--- src/rtl/mul_rr_sequencer.sv ---
// mul_rr_sequencer: round-robin controller for a shared repeated-addition multiplier datapath.
// Optional macro MUL_ZERO_SKIP_EN jumps from LDB straight to DONE when either granted operand is zero.
module mul_rr_sequencer #(
  parameter int W = 16
) (
  input  logic         clk,
  input  logic         rst_n,
  input  logic         req0,
  input  logic [W-1:0] a0,
  input  logic [W-1:0] b0,
  input  logic         req1,
  input  logic [W-1:0] a1,
  input  logic [W-1:0] b1,
  output logic         ack0,
  output logic         ack1,
  output logic [W-1:0] result,
  output logic         busy,
  output logic         grant,
  output logic         lda,
  output logic         ldb,
  output logic         clrp,
  output logic         ldp,
  output logic         decb,
  output logic [W-1:0] bus_out,
  input  logic         eqz,
  input  logic [W-1:0] prod_in
);
  typedef enum logic [2:0] {IDLE, LDA, LDB, CHK, ADD, DONE} state_t;
  state_t state_q, state_d;
  logic grant_q, grant_d, last_q, last_d, mask_q, mask_d;
  logic e0, e1, skip;
  logic [W-1:0] opa, opb;
  assign opa = grant_q ? a1 : a0;
  assign opb = grant_q ? b1 : b0;
`ifdef MUL_ZERO_SKIP_EN
  assign skip = (opa == '0) || (opb == '0);
`else
  assign skip = 1'b0;
`endif
  // mask_q marks the single IDLE cycle after DONE; last_q then holds the client just served
  assign e0 = req0 && !(mask_q && !last_q);
  assign e1 = req1 && !(mask_q && last_q);
  always_comb begin
    state_d = state_q;
    grant_d = grant_q;
    last_d  = last_q;
    mask_d  = (state_q == DONE);
    case (state_q)
      IDLE: if (e0 || e1) begin
        grant_d = (e0 && e1) ? ~last_q : e1;
        state_d = LDA;
      end
      LDA:  state_d = LDB;
      LDB:  state_d = skip ? DONE : CHK;
      CHK:  state_d = eqz ? DONE : ADD;
      ADD:  state_d = CHK;
      DONE: begin
        last_d  = grant_q;
        state_d = IDLE;
      end
      default: state_d = IDLE;
    endcase
  end
  always_ff @(posedge clk or negedge rst_n) begin
    if (!rst_n) begin
      state_q <= IDLE;
      grant_q <= 1'b0;
      last_q  <= 1'b1;
      mask_q  <= 1'b0;
    end else begin
      state_q <= state_d;
      grant_q <= grant_d;
      last_q  <= last_d;
      mask_q  <= mask_d;
    end
  end
  assign busy    = (state_q != IDLE);
  assign grant   = grant_q;
  assign lda     = (state_q == LDA);
  assign ldb     = (state_q == LDB);
  assign clrp    = (state_q == LDB);
  assign ldp     = (state_q == ADD);
  assign decb    = (state_q == ADD);
  assign bus_out = (state_q == LDA) ? opa : (state_q == LDB) ? opb : '0;
  assign ack0    = (state_q == DONE) && !grant_q;
  assign ack1    = (state_q == DONE) && grant_q;
  assign result  = (state_q == DONE) ? prod_in : '0;
endmodule

--- config.mk ---
export PLATFORM = sky130hd
export DESIGN_NAME = mul_rr_sequencer
export DESIGN_NICKNAME = d
export VERILOG_FILES = /design/src/rtl/mul_rr_sequencer.sv
export SDC_FILE = /design/constraint.sdc
export NUM_CORES = 1
export LEC_CHECK = 0
export BUFFER_PORTS_ARGS = -buffer_cell sky130_fd_sc_hd__buf_2
export CORE_MARGIN = 2
export CORE_UTILIZATION = 29
export CTS_BUF_LIST = sky130_fd_sc_hd__clkbuf_16
export CTS_CLUSTER_DIAMETER = 100
export DETAILED_ROUTE_END_ITERATION = 8
export GPL_TIMING_DRIVEN = 0
export PLACE_DENSITY = 0.86
export SYNTH_ARGS = -nofsm -noshare
export SYNTH_HDL_FRONTEND = slang
export SYNTH_SLANG_ARGS = --single-unit
--- constraint.sdc ---
create_clock -name clk -period 1.3 [get_ports clk]
set_input_delay 0.065 -clock clk [delete_from_list [all_inputs] [get_ports clk]]
set_output_delay 0.065 -clock clk [all_outputs]
set_load 0.05 [all_outputs]
==> results.md, run 1 <==
- CTS tree: yes
- Full die area: 3950 um2
- Run status: complete, but fails checks
- Ys Warns: 0
- Worst setup EP type: output port
- Global route total overflow: 0
- Final GP Congestion: 0.715
- Effective utilization at floorplan: 30.1%
- Core area: 3340 um2
- Clk_lat worst skew: 230 ps
- Hold Crit Start: req1
- All-layer global routing usage: 22.0%
- Mapped cell area: 1000 um2
- Root Buffer Master: clkbuf_16
- Sw Ratio: 50.1%
- Arrival @ worst endpoint: 1600 ps
- Share of layout cells above drive strength 1: 87.9%
- Synth Register Bits: 6
- Setup WS pre-CTS: -335 ps
- Clock Skew: 0.985 ps
- Fin crit share: 128%
- Post-synthesis sequential area ratio: 15.1%
- Placed Instances: 281
- Dominant cell type by area after synthesis: mux2i_1
- Avg Cell Area, Syn: 9.12 um2
- Syn nets: 195
- Dominant cells by area after synthesis: mux2i_1, dfrtp_1, o22ai_2
- CP Class: register to output port
- Max Slew Vio Count: 0
- Via count: 1464
- P_leak: 1.29 nW
- Crit-path cells: buf_6, buf_6, nor2_4, nand2_4, buf_12, o22ai_4, buf_6
- Slew @ Worst Pin: 310 ps
- Htree depth: 1
- Finished Core Util: 80.4%
- Violated checks: setup timing
- Routed metal-1 wirelength: 1560 um
- Clock-pin slew on the worst setup and hold paths: 40 ps
- Design Area, Final: 2680 um2
- Area Growth Syn to Fin: 167%
- Clock Power Share: 6.6%
- Min cycle time layout: 1660 ps
- Global-route wire length before repair: 7000 um
- Wire length on met3: 309 um
- Min setup slack post-route: -362 ps
- First drt pass iteration count: 4
- Critical path's most frequent cell: buf_6
- Drc violations: 0
- Slowest CP cell: dfrtp_1
- Detailed placement HPWL: 3010 um
- Synth cell types: 28
- IO Port Bufs: 125
- Max Clk Rate: 602 MHz
- Most common cell after layout, fill and taps aside: buf_2
- Initial DRC count: 14
- Hold_ws: 143 ps
- Setup Viol. Count Final: 42
- Worst endpoint required time: 1240 ps
- Sequential share of power: 4.5%
- Max Buffers Root-to-Sink: 2
- Slew HR: 78.7%
- Met2 WL: 2720 um
- Setup TNS: -12970 ps
- Critical path origin: state_q[0]
- Placement Rows: 21
- Mapped Cells: 110
- MaxCap Viol Count: 0
- Gate power share: 88.8%
- Die height: 62.8 um
- Finished Layout Cells: 302
- Vias in the first global route: 1489
- Pin count of the biggest net entering global routing: 11
- Top Layer Used: met4
- Net Sw Power: 3.95 mW
- Layout Nets: 342
- Final WL: 4720 um
- Worst setup SP type: register
- Crit-path max FO: 7
- Commonest cells after routing, fill and taps aside: buf_2, buf_6, mux2i_2, o22ai_4, buf_8
- Number of I/O pins: 126
- Min-Delay Path Class: input pin to register
- RSZ-0062 raised after global routing: yes
- CTS buffer count: 3
- Pwr Total: 7.88 mW
- DRT antenna net count: 0
- Post-DP Area: 1980 um2
- Yosys top cell area share: 32.9%
- Reg2reg start: state_q[0]
- Die Span X: 62.8 um
- Inserted Diodes: 0
- Power density over the cells: 2930 nW/um2
- Vias per inst: 4.85
- CP max stage delay: 360 ps
- Clock sinks: 6
- P_int: 3.93 mW
- Final-report hold violation count: 0
- DR WL/cell: 15.6 um
- Initial antenna violation count: 0
- VDD IR max: 1.90 mV
## synth_stat cells
| master | instances |
|---|---|
| a21oi_1 | 1 |
| a22oi_1 | 2 |
| a32oi_1 | 1 |
| and2_1 | 17 |
| and3b_1 | 2 |
| buf_2 | 5 |
| buf_4 | 5 |
| buf_6 | 3 |
| clkbuf_1 | 1 |
| dfrtp_1 | 5 |
| dfstp_2 | 1 |
| inv_1 | 2 |
| inv_2 | 1 |
| mux2_1 | 1 |
| mux2_2 | 1 |
| mux2i_1 | 33 |
| nand2_1 | 2 |
| nor2_1 | 3 |
| nor2b_1 | 1 |
| nor3_1 | 1 |
| nor3b_1 | 1 |
| o21ai_1 | 1 |
| o22ai_1 | 7 |
| o22ai_2 | 9 |
| o31a_1 | 1 |
| or3b_1 | 1 |
| or4b_1 | 1 |
| xor2_1 | 1 |
## cell type report
class                   instances  area [um2]
plain buffers                  12         160
clock buffers                   3        75.1
clock inverters                 1        3.75
fillers                       215         653
inverters                       3        17.5
multi-input cells              87        1060
flip-flops and latches          6         153
well taps                      46        57.6
repair buffers                144        1150
## kinds of logic after synthesis
kind of cell / after synthesis / synth area share (%)
compound gates: 22 / 19.8
simple gates: 29 / 18.0
flops: 6 / 15.1
mux: 35 / 35.2
buf+inv: 17 / 11.1
xor+xnor: 1 / 0.873
## flip-flops by register name, indices dropped and copies added (netlist names)
signal and flops:
grant 1, last_q 1, mask_q 1, state_q 3
## critical path, delay by kind of cell (launching register included)
kind | cells | cell delay (ps)
and+or+nand+nor | 2 | 250
DFF | 1 | 360
AOI/OAI and AO/OA | 1 | 160
buffers and inverters | 4 | 590
## routing by layer
layer,GRT usage [%],vias up
met4,8.89,0
met1,21.7,673
met5,0,-
met3,2.88,10
li1,-,696
met2,45.2,85
## path summary, 6_finish.rpt
kind                         endpoint  slack [ps]  depth (start not counted)
hold / removal                  grant         140                          3
setup reg to reg                grant        -160                          5
setup / recovery           bus_out[9]        -360                          7
hold reg to reg                 grant         520                          1
max in group asynchronous      last_q         870                          2
min in group asynchronous      mask_q         200                          2
## power by group through the flow
stage	combinational, mW	clock, mW	sequential, mW
after CTS	6.56	0.516	0.345
after floorplan	4.31	0	0.392
after global placement	5.14	0	0.340
after global routing	7.29	0.532	0.365
final	7.00	0.521	0.357
after detailed placement	5.21	0	0.342
## timing repair
item | in CTS | in global routing
gates resized for setup | 99 | 43
buffers inserted | 6 | 8
endpoints found under the hold margin | 6 | 0
cloned | 3 | 1
pin swaps | 6 | 20
endpoints found under the setup margin | 42 | 42
hold buffers | 1 | 0
(Power assumes the default switching activity.)
==> run 2: changes to the inputs <==
--- a/config.mk
+++ b/config.mk
@@ -5,14 +5,15 @@
 export SDC_FILE = /design/constraint.sdc
 export NUM_CORES = 1
 export LEC_CHECK = 0
+export ABC_AREA = 1
 export BUFFER_PORTS_ARGS = -buffer_cell sky130_fd_sc_hd__buf_2
 export CORE_MARGIN = 2
-export CORE_UTILIZATION = 29
+export CORE_UTILIZATION = 31
 export CTS_BUF_LIST = sky130_fd_sc_hd__clkbuf_16
 export CTS_CLUSTER_DIAMETER = 100
 export DETAILED_ROUTE_END_ITERATION = 8
 export GPL_TIMING_DRIVEN = 0
-export PLACE_DENSITY = 0.86
+export PLACE_DENSITY = 0.87
 export SYNTH_ARGS = -nofsm -noshare
 export SYNTH_HDL_FRONTEND = slang
 export SYNTH_SLANG_ARGS = --single-unit
==> run 2 against run 1 <==
The flow still finishes with violations (setup timing). Setup slack improved by 110 ps. Non-clock buffer count decreased by 4. Clock power increased by 1%. Synthesized cell count increased by 110%. Die area grew 1.5%. Register-to-register slack improved by 280 ps. Power shrank 13%. First-iteration DRC count grew 140%. Final cell count rose by 39%. Critical path type unchanged. Via count up 26%. Critical path depth shrank 1.
==> results.md, run 2 <==
- Run status: complete, but fails checks (unchanged)
- Violated checks: setup timing (unchanged)
- Dominant cell type by area after synthesis: nand2_1 (was mux2i_1)
- Max Clk Rate: 645 MHz (was 602 MHz)
- Synth cell types: 19 (was 28)
- Slew HR: 83.7% (was 78.7%)
- Min cycle time layout: 1550 ps (was 1660 ps)
- Share of layout cells above drive strength 1: 55.8% (was 87.9%)
- Worst endpoint required time: 1240 ps (about the same)
- Largest family of logic cells by synthesized area: simple AND/OR/NAND/NOR gates (was multiplexers)
- Clk_lat worst skew: 230 ps (about the same)
- Initial DRC count: 33 (was 14)
- Finished Core Util: 75.2% (was 80.4%)
- Min setup slack post-route: -251 ps (was -362 ps)
- Layout Nets: 459 (was 342)
- Clock Skew: 4.19 ps (was 0.985 ps)
- P_leak: 1.51 nW (was 1.29 nW)
- Synth Register Bits: 6 (unchanged)
- Crit path buf inv count: 3 (was 4)
- Worst setup SP type: register (unchanged)
- Most common cell after layout, fill and taps aside: nand2_1 (was buf_2)
- Async set or reset register ratio after synthesis: 100% (unchanged)
- Commonest cells after routing, fill and taps aside: nand2_1, buf_2, buf_6, inv_1, nand2_4 (was buf_2, buf_6, mux2i_2, o22ai_4, buf_8)
- RSZ-0062 raised after global routing: yes (unchanged)
- Setup Viol. Count Final: 40 (was 42)
- Post-synthesis sequential area ratio: 13.9% (was 15.1%)
- Area Growth Syn to Fin: 132% (was 167%)
- Post-synthesis compound-gate area fraction: 1.03% (was 19.8%)
- Power density over the cells: 2700 nW/um2 (was 2930 nW/um2)
- Clock sinks: 6 (unchanged)
- Die height: 63.3 um (was 62.8 um)
- Via count: 1842 (was 1464)
- DRT antenna net count: 0 (unchanged)
- DR WL/cell: 11.8 um (was 15.6 um)
- Final-report hold violation count: 0 (unchanged)
- First drt pass iteration count: 4 (unchanged)
- Fin crit share: 119% (was 128%)
- Post-synth EDFFs: 0 (unchanged)
- CP Class: register to output port (unchanged)
- Synth Area in XOR/XNOR: 0% (was 0.873%)
- Drc violations: 0 (unchanged)
- Ys Warns: 0 (unchanged)
- Pin count of the biggest net entering global routing: 11 (unchanged)
- Effective utilization at floorplan: 32.4% (was 30.1%)
- Full die area: 4010 um2 (was 3950 um2)
- Arrival @ worst endpoint: 1490 ps (was 1600 ps)
- Clock-pin slew on the worst setup and hold paths: 40 ps (about the same)
- Inserted Diodes: 0 (unchanged)
- Syn nets: 315 (was 195)
- Slowest CP cell: dfrtp_1 (unchanged)
- Max Buffers Root-to-Sink: 2 (unchanged)
- Final WL: 4950 um (was 4720 um)
- Vias per inst: 4.40 (was 4.85)
- Pwr Total: 6.84 mW (was 7.88 mW)
- Adder-cell share of the synthesized area: 0% (unchanged)
- Detailed placement HPWL: 3150 um (was 3010 um)
- Worst setup EP type: output port (unchanged)
- Crit-path cells: buf_4, nor3_4, buf_6, nand2_1, nand2_4, buf_8 (was buf_6, buf_6, nor2_4, nand2_4, buf_12, o22ai_4, buf_6)
- Number of I/O pins: 126 (unchanged)
- Max reg flops: 3 (unchanged)
- CTS buffer count: 3 (unchanged)
- MaxCap Viol Count: 0 (unchanged)
- Placement Rows: 21 (unchanged)
- CP max stage delay: 380 ps (was 360 ps)
- IO Port Bufs: 125 (unchanged)
- Die Span X: 63.3 um (was 62.8 um)
- Simple-Gate Fraction of Synth Area: 67.9% (was 18.0%)
- Slew @ Worst Pin: 247 ps (was 310 ps)
- VDD IR max: 1.59 mV (was 1.90 mV)
- Yosys top cell area share: 50.6% (was 32.9%)
- Synth cell count leaders: nand2_1, inv_1, nor2_1, nand2_2, buf_2 (was mux2i_1, and2_1, o22ai_2, o22ai_1)
- Initial antenna violation count: 0 (unchanged)
- Max Slew Vio Count: 0 (unchanged)
- Crit-path max FO: 10 (was 7)
- Dominant cells by area after synthesis: nand2_1, dfrtp_1, inv_1 (was mux2i_1, dfrtp_1, o22ai_2)
- Vias in the first global route: 1781 (was 1489)
- Global route total overflow: 0 (unchanged)
- Reg with most FFs: state_q (unchanged)
- Htree depth: 1 (unchanged)
- Setup TNS: -7160 ps (was -12970 ps)
- Mapped Cells: 230 (was 110)
- All-layer global routing usage: 24.1% (was 22.0%)
- Mapped cell area: 1090 um2 (was 1000 um2)
- Final GP Congestion: 0.777 (was 0.715)
- Most instantiated library cell after synthesis: nand2_1 (was mux2i_1)
- Core area: 3360 um2 (was 3340 um2)
- Synth Flop Type: dfrtp_1 (unchanged)
- Root Buffer Master: clkbuf_16 (unchanged)
- Mux cell area share after synthesis: 0% (was 35.2%)
- CTS tree: yes (unchanged)
- Min-Delay Path Class: input pin to register (unchanged)
- Delay-heaviest family, CP: buffers and inverters (unchanged)
- Global-route wire length before repair: 7710 um (was 7000 um)
- Avg Cell Area, Syn: 4.74 um2 (was 9.12 um2)
## run 2: final timing paths
kind                             from          end  slack, ps  cells after the start
setup / recovery           state_q[1]  bus_out[11]       -250                      6
hold / removal                   req0        grant        110                      4
setup reg to reg           state_q[2]       last_q        120                      5
hold reg to reg                last_q       last_q        490                      2
max in group asynchronous       rst_n       last_q        870                      2
min in group asynchronous       rst_n        grant        190                      2
## run 2: stage by stage
step / cell area, um2 / hold WS [ps] / worst slack, ps / std cells
global placement: 1940 / -105 / -204 / 401
detailed placement: 1940 / -99.5 / -214 / 401
finish: 2530 / 106 / -251 / 419
floorplan: 1260 / -231 / -172 / 230
global route: 2530 / 139 / -313 / 419
CTS: 2460 / 108 / -226 / 416
## run 2: layout make-up
| class | instances | area [um2] |
|---|---|---|
| Timing Repair Buffer | 139 | 1060 |
| Multi-Input combinational cell | 186 | 928 |
| Fill cell | 272 | 833 |
| Sequential cell | 6 | 154 |
| Buffer | 13 | 144 |
| Inverter | 25 | 110 |
| Clock buffer | 3 | 75.1 |
| Tap cell | 46 | 57.6 |
| Clock inverter | 1 | 3.75 |
## run 2: what timing repair did
item | in CTS | in global routing
hold buffers | 1 | 0
cloned | 3 | 0
pin swaps | 2 | 0
setup endpoints to repair | 39 | 40
endpoints found under the hold margin | 6 | 0
buffers inserted | 7 | 3
gates resized for setup | 105 | 17
## run 2: where the power goes
| group | switching [mW] | internal (mW) | total [mW] |
|---|---|---|---|
| registers | 0.0837 | 0.290 | 0.374 |
| clock network | 0.127 | 0.401 | 0.528 |
| logic | 3.57 | 2.37 | 5.94 |
## run 2: metal layers
metal	part of all wire, %	track usage (%)
met3	5.8	3.21
met2	55	49.9
met4	1.5	8.15
met1	37	24.2
met5	0	0
## run 2: cells by family (layout without fill, tap and decap cells)
logic type	count (synthesis)	in the layout
DFF	6	6
and+or+nand+nor	184	184
AOI/OAI and AO/OA	2	2
buffers and inverters	38	181
## run 2: worst reg2reg max path: cells and delay by family, from the launching register on
kind	cells	cell delay [ps]
DFF	1	440
buffers and inverters	2	340
and+or+nand+nor	2	200
AOI/OAI and AO/OA	1	120
==> run 3: changes to the inputs <==
--- a/config.mk
+++ b/config.mk
@@ -5,15 +5,16 @@
 export SDC_FILE = /design/constraint.sdc
 export NUM_CORES = 1
 export LEC_CHECK = 0
-export ABC_AREA = 1
 export BUFFER_PORTS_ARGS = -buffer_cell sky130_fd_sc_hd__buf_2
 export CORE_MARGIN = 2
-export CORE_UTILIZATION = 31
+export CORE_UTILIZATION = 29
 export CTS_BUF_LIST = sky130_fd_sc_hd__clkbuf_16
 export CTS_CLUSTER_DIAMETER = 100
 export DETAILED_ROUTE_END_ITERATION = 8
 export GPL_TIMING_DRIVEN = 0
-export PLACE_DENSITY = 0.87
+export PLACE_DENSITY = 0.86
+export SETUP_SLACK_MARGIN = 0.05
+export SLEW_MARGIN = 20
 export SYNTH_ARGS = -nofsm -noshare
 export SYNTH_HDL_FRONTEND = slang
 export SYNTH_SLANG_ARGS = --single-unit
==> run 3 against run 2 <==
The flow still finishes with violations (setup timing). Combinational power increased by 16%. Worst hold slack improved by 40 ps. Wire length decreased by 5.5%. Non-clock buffer count increased by 6. Highest routed layer unchanged. Utilization increased by 3.9 points. Via count decreased by 22%. Setup slack got worse by 160 ps. Design area increased by 4.4%. Sequential power decreased by 2%. Clock power decreased by 1%. Power increased by 14%. Critical path depth unchanged.
==> results.md, run 3 (synthesis results as in run 1) <==
- Flop2flop setup slack: -250 ps (was 120 ps)
- Die height: 62.8 um (was 63.3 um)
- Clock sinks: 6 (unchanged)
- Slew HR: 78.7% (was 83.7%)
- FF-to-FF End: last_q (unchanged)
- Effective utilization at floorplan: 30.1% (was 32.4%)
- Detailed placement HPWL: 3110 um (was 3150 um)
- Run status: complete, but fails checks (unchanged)
- Layout Nets: 344 (was 459)
- RSZ-0062 raised after global routing: yes (unchanged)
- Area Growth Syn to Fin: 163% (was 132%)
- CP Class: register to output port (unchanged)
- Reg2Reg Depth: 6 (was 5)
- Min setup slack post-route: -409 ps (was -251 ps)
- Drc violations: 0 (unchanged)
- Min-Delay Path Class: input pin to register (unchanged)
- Violated checks: setup timing (unchanged)
- Clock Skew: 2.95 ps (was 4.19 ps)
- End of the critical path: bus_out[9] (was bus_out[11])
- Final-report hold violation count: 0 (unchanged)
- DRT antenna net count: 0 (unchanged)
- Most common cell after layout, fill and taps aside: buf_2 (was nand2_1)
- First drt pass iteration count: 4 (unchanged)
- Reg with most FFs: state_q (unchanged)
- Setup WS pre-CTS: -351 ps (was -214 ps)
- MaxCap Viol Count: 0 (unchanged)
- Reg2reg start: state_q[0] (was state_q[2])
- Root Buffer Master: clkbuf_16 (unchanged)
- CTS tree: yes (unchanged)
- Initial DRC count: 47 (was 33)
- Pin count of the biggest net entering global routing: 11 (unchanged)
- Max Clk Rate: 585 MHz (was 645 MHz)
- Number of I/O pins: 126 (unchanged)
- Min cycle time layout: 1710 ps (was 1550 ps)
- Inserted Diodes: 0 (unchanged)
- Global route total overflow: 0 (unchanged)
- Core area: 3340 um2 (was 3360 um2)
- Slew @ Worst Pin: 310 ps (was 247 ps)
- Worst setup SP type: register (unchanged)
- Share of layout cells above drive strength 1: 84.1% (was 55.8%)
- Arrival @ worst endpoint: 1640 ps (was 1490 ps)
- Setup Viol. Count Final: 43 (was 40)
- All-layer global routing usage: 22.5% (was 24.1%)
- Die Span X: 62.8 um (was 63.3 um)
- Worst endpoint required time: 1240 ps (about the same)
- Final GP Congestion: 0.754 (was 0.777)
- VDD IR max: 1.61 mV (was 1.59 mV)
- Vias per inst: 4.75 (was 4.40)
- Final WL: 4680 um (was 4950 um)
- Setup TNS: -14280 ps (was -7160 ps)
- Via count: 1443 (was 1842)
- Clock-pin slew on the worst setup and hold paths: 40 ps (about the same)
- Finished Layout Cells: 304 (was 419)
- Fin crit share: 131% (was 119%)
- Worst setup EP type: output port (unchanged)
- Critical path origin: state_q[0] (was state_q[1])
- Max Slew Vio Count: 0 (unchanged)
- Placed Instances: 281 (was 401)
- Pwr Total: 7.80 mW (was 6.84 mW)
- DR WL/cell: 15.4 um (was 11.8 um)
- Power density over the cells: 2950 nW/um2 (was 2700 nW/um2)
- Commonest cells after routing, fill and taps aside: buf_2, buf_6, mux2i_1, o22ai_4, buf_4 (was nand2_1, buf_2, buf_6, inv_1, nand2_4)
- Initial antenna violation count: 0 (unchanged)
- CTS buffer count: 3 (unchanged)
- Max Buffers Root-to-Sink: 2 (unchanged)
- Crit-path max FO: 5 (was 10)
- Clk_lat worst skew: 230 ps (about the same)
- P_leak: 1.32 nW (was 1.51 nW)
- Max reg flops: 3 (unchanged)
- Global-route wire length before repair: 7000 um (was 7710 um)
- Htree depth: 1 (unchanged)
- IO Port Bufs: 125 (unchanged)
- Placement Rows: 21 (unchanged)
- Full die area: 3950 um2 (was 4010 um2)
- Vias in the first global route: 1478 (was 1781)
==> run 3: per-layer routing <==
metal / GRT usage (%) / vias up / wire, um
met2: 43.7 / 67 / 2600
li1: - / 704 / -
met3: 5.23 / 4 / 299
met4: 7.50 / 0 / 40
met5: 0 / - / 0
met1: 23.3 / 668 / 1740
==> run 3: worst min path at each step <==
stage	startpoint	slack, ps	end	cells after the start
2_1_floorplan	rst_n	-230	grant	0
6_report	req1	150	grant	3
5_1_grt	req1	160	grant	3
3_3_place_gp	rst_n	-110	state_q[0]	1
3_5_place_dp	rst_n	-100	state_q[0]	1
4_1_cts	req1	140	grant	3
==> run 3: final cells by class <==
cell class / count / area, um2
Sequential cell: 6 / 153
Fill cell: 217 / 697
Tap cell: 46 / 57.6
Buffer: 13 / 165
Inverter: 3 / 20.0
Multi-Input combinational cell: 87 / 1030
Timing Repair Buffer: 145 / 1130
Clock inverter: 1 / 3.75
Clock buffer: 3 / 75.1
==> run 3: where the power goes <==
part	total [mW]	internal, mW	switching (mW)
clock network	0.521	0.400	0.121
logic	6.91	3.17	3.74
registers	0.366	0.294	0.0720
==> run 3: through the flow <==
| step | util (%) | hold WS (ps) | area [um2] |
|---|---|---|---|
| 6_report | 79.1 | 145 | 2640 |
| 5_1_grt | 79.1 | 164 | 2640 |
| 4_1_cts | 76.8 | 138 | 2560 |
| 3_5_place_dp | 59.5 | -104 | 1990 |
| 3_3_place_gp | 59.5 | -109 | 1990 |
| 2_1_floorplan | - | -231 | 1300 |
==> run 3: critical path: stages (launching register included) <==
cell and delay [ps]:
dfrtp_1 340, buf_6 110, or3b_4 380, buf_12 150, buf_12 140, o22ai_4 110, buf_6 180
==> run 3: repair_timing <==
item / CTS / global route
buffers inserted: 11 / 5
pin swaps: 6 / 4
endpoints found under the hold margin: 6 / 0
cloned: 3 / 0
gates resized for setup: 106 / 16
hold buffers: 1 / 0
setup endpoints to repair: 42 / 43
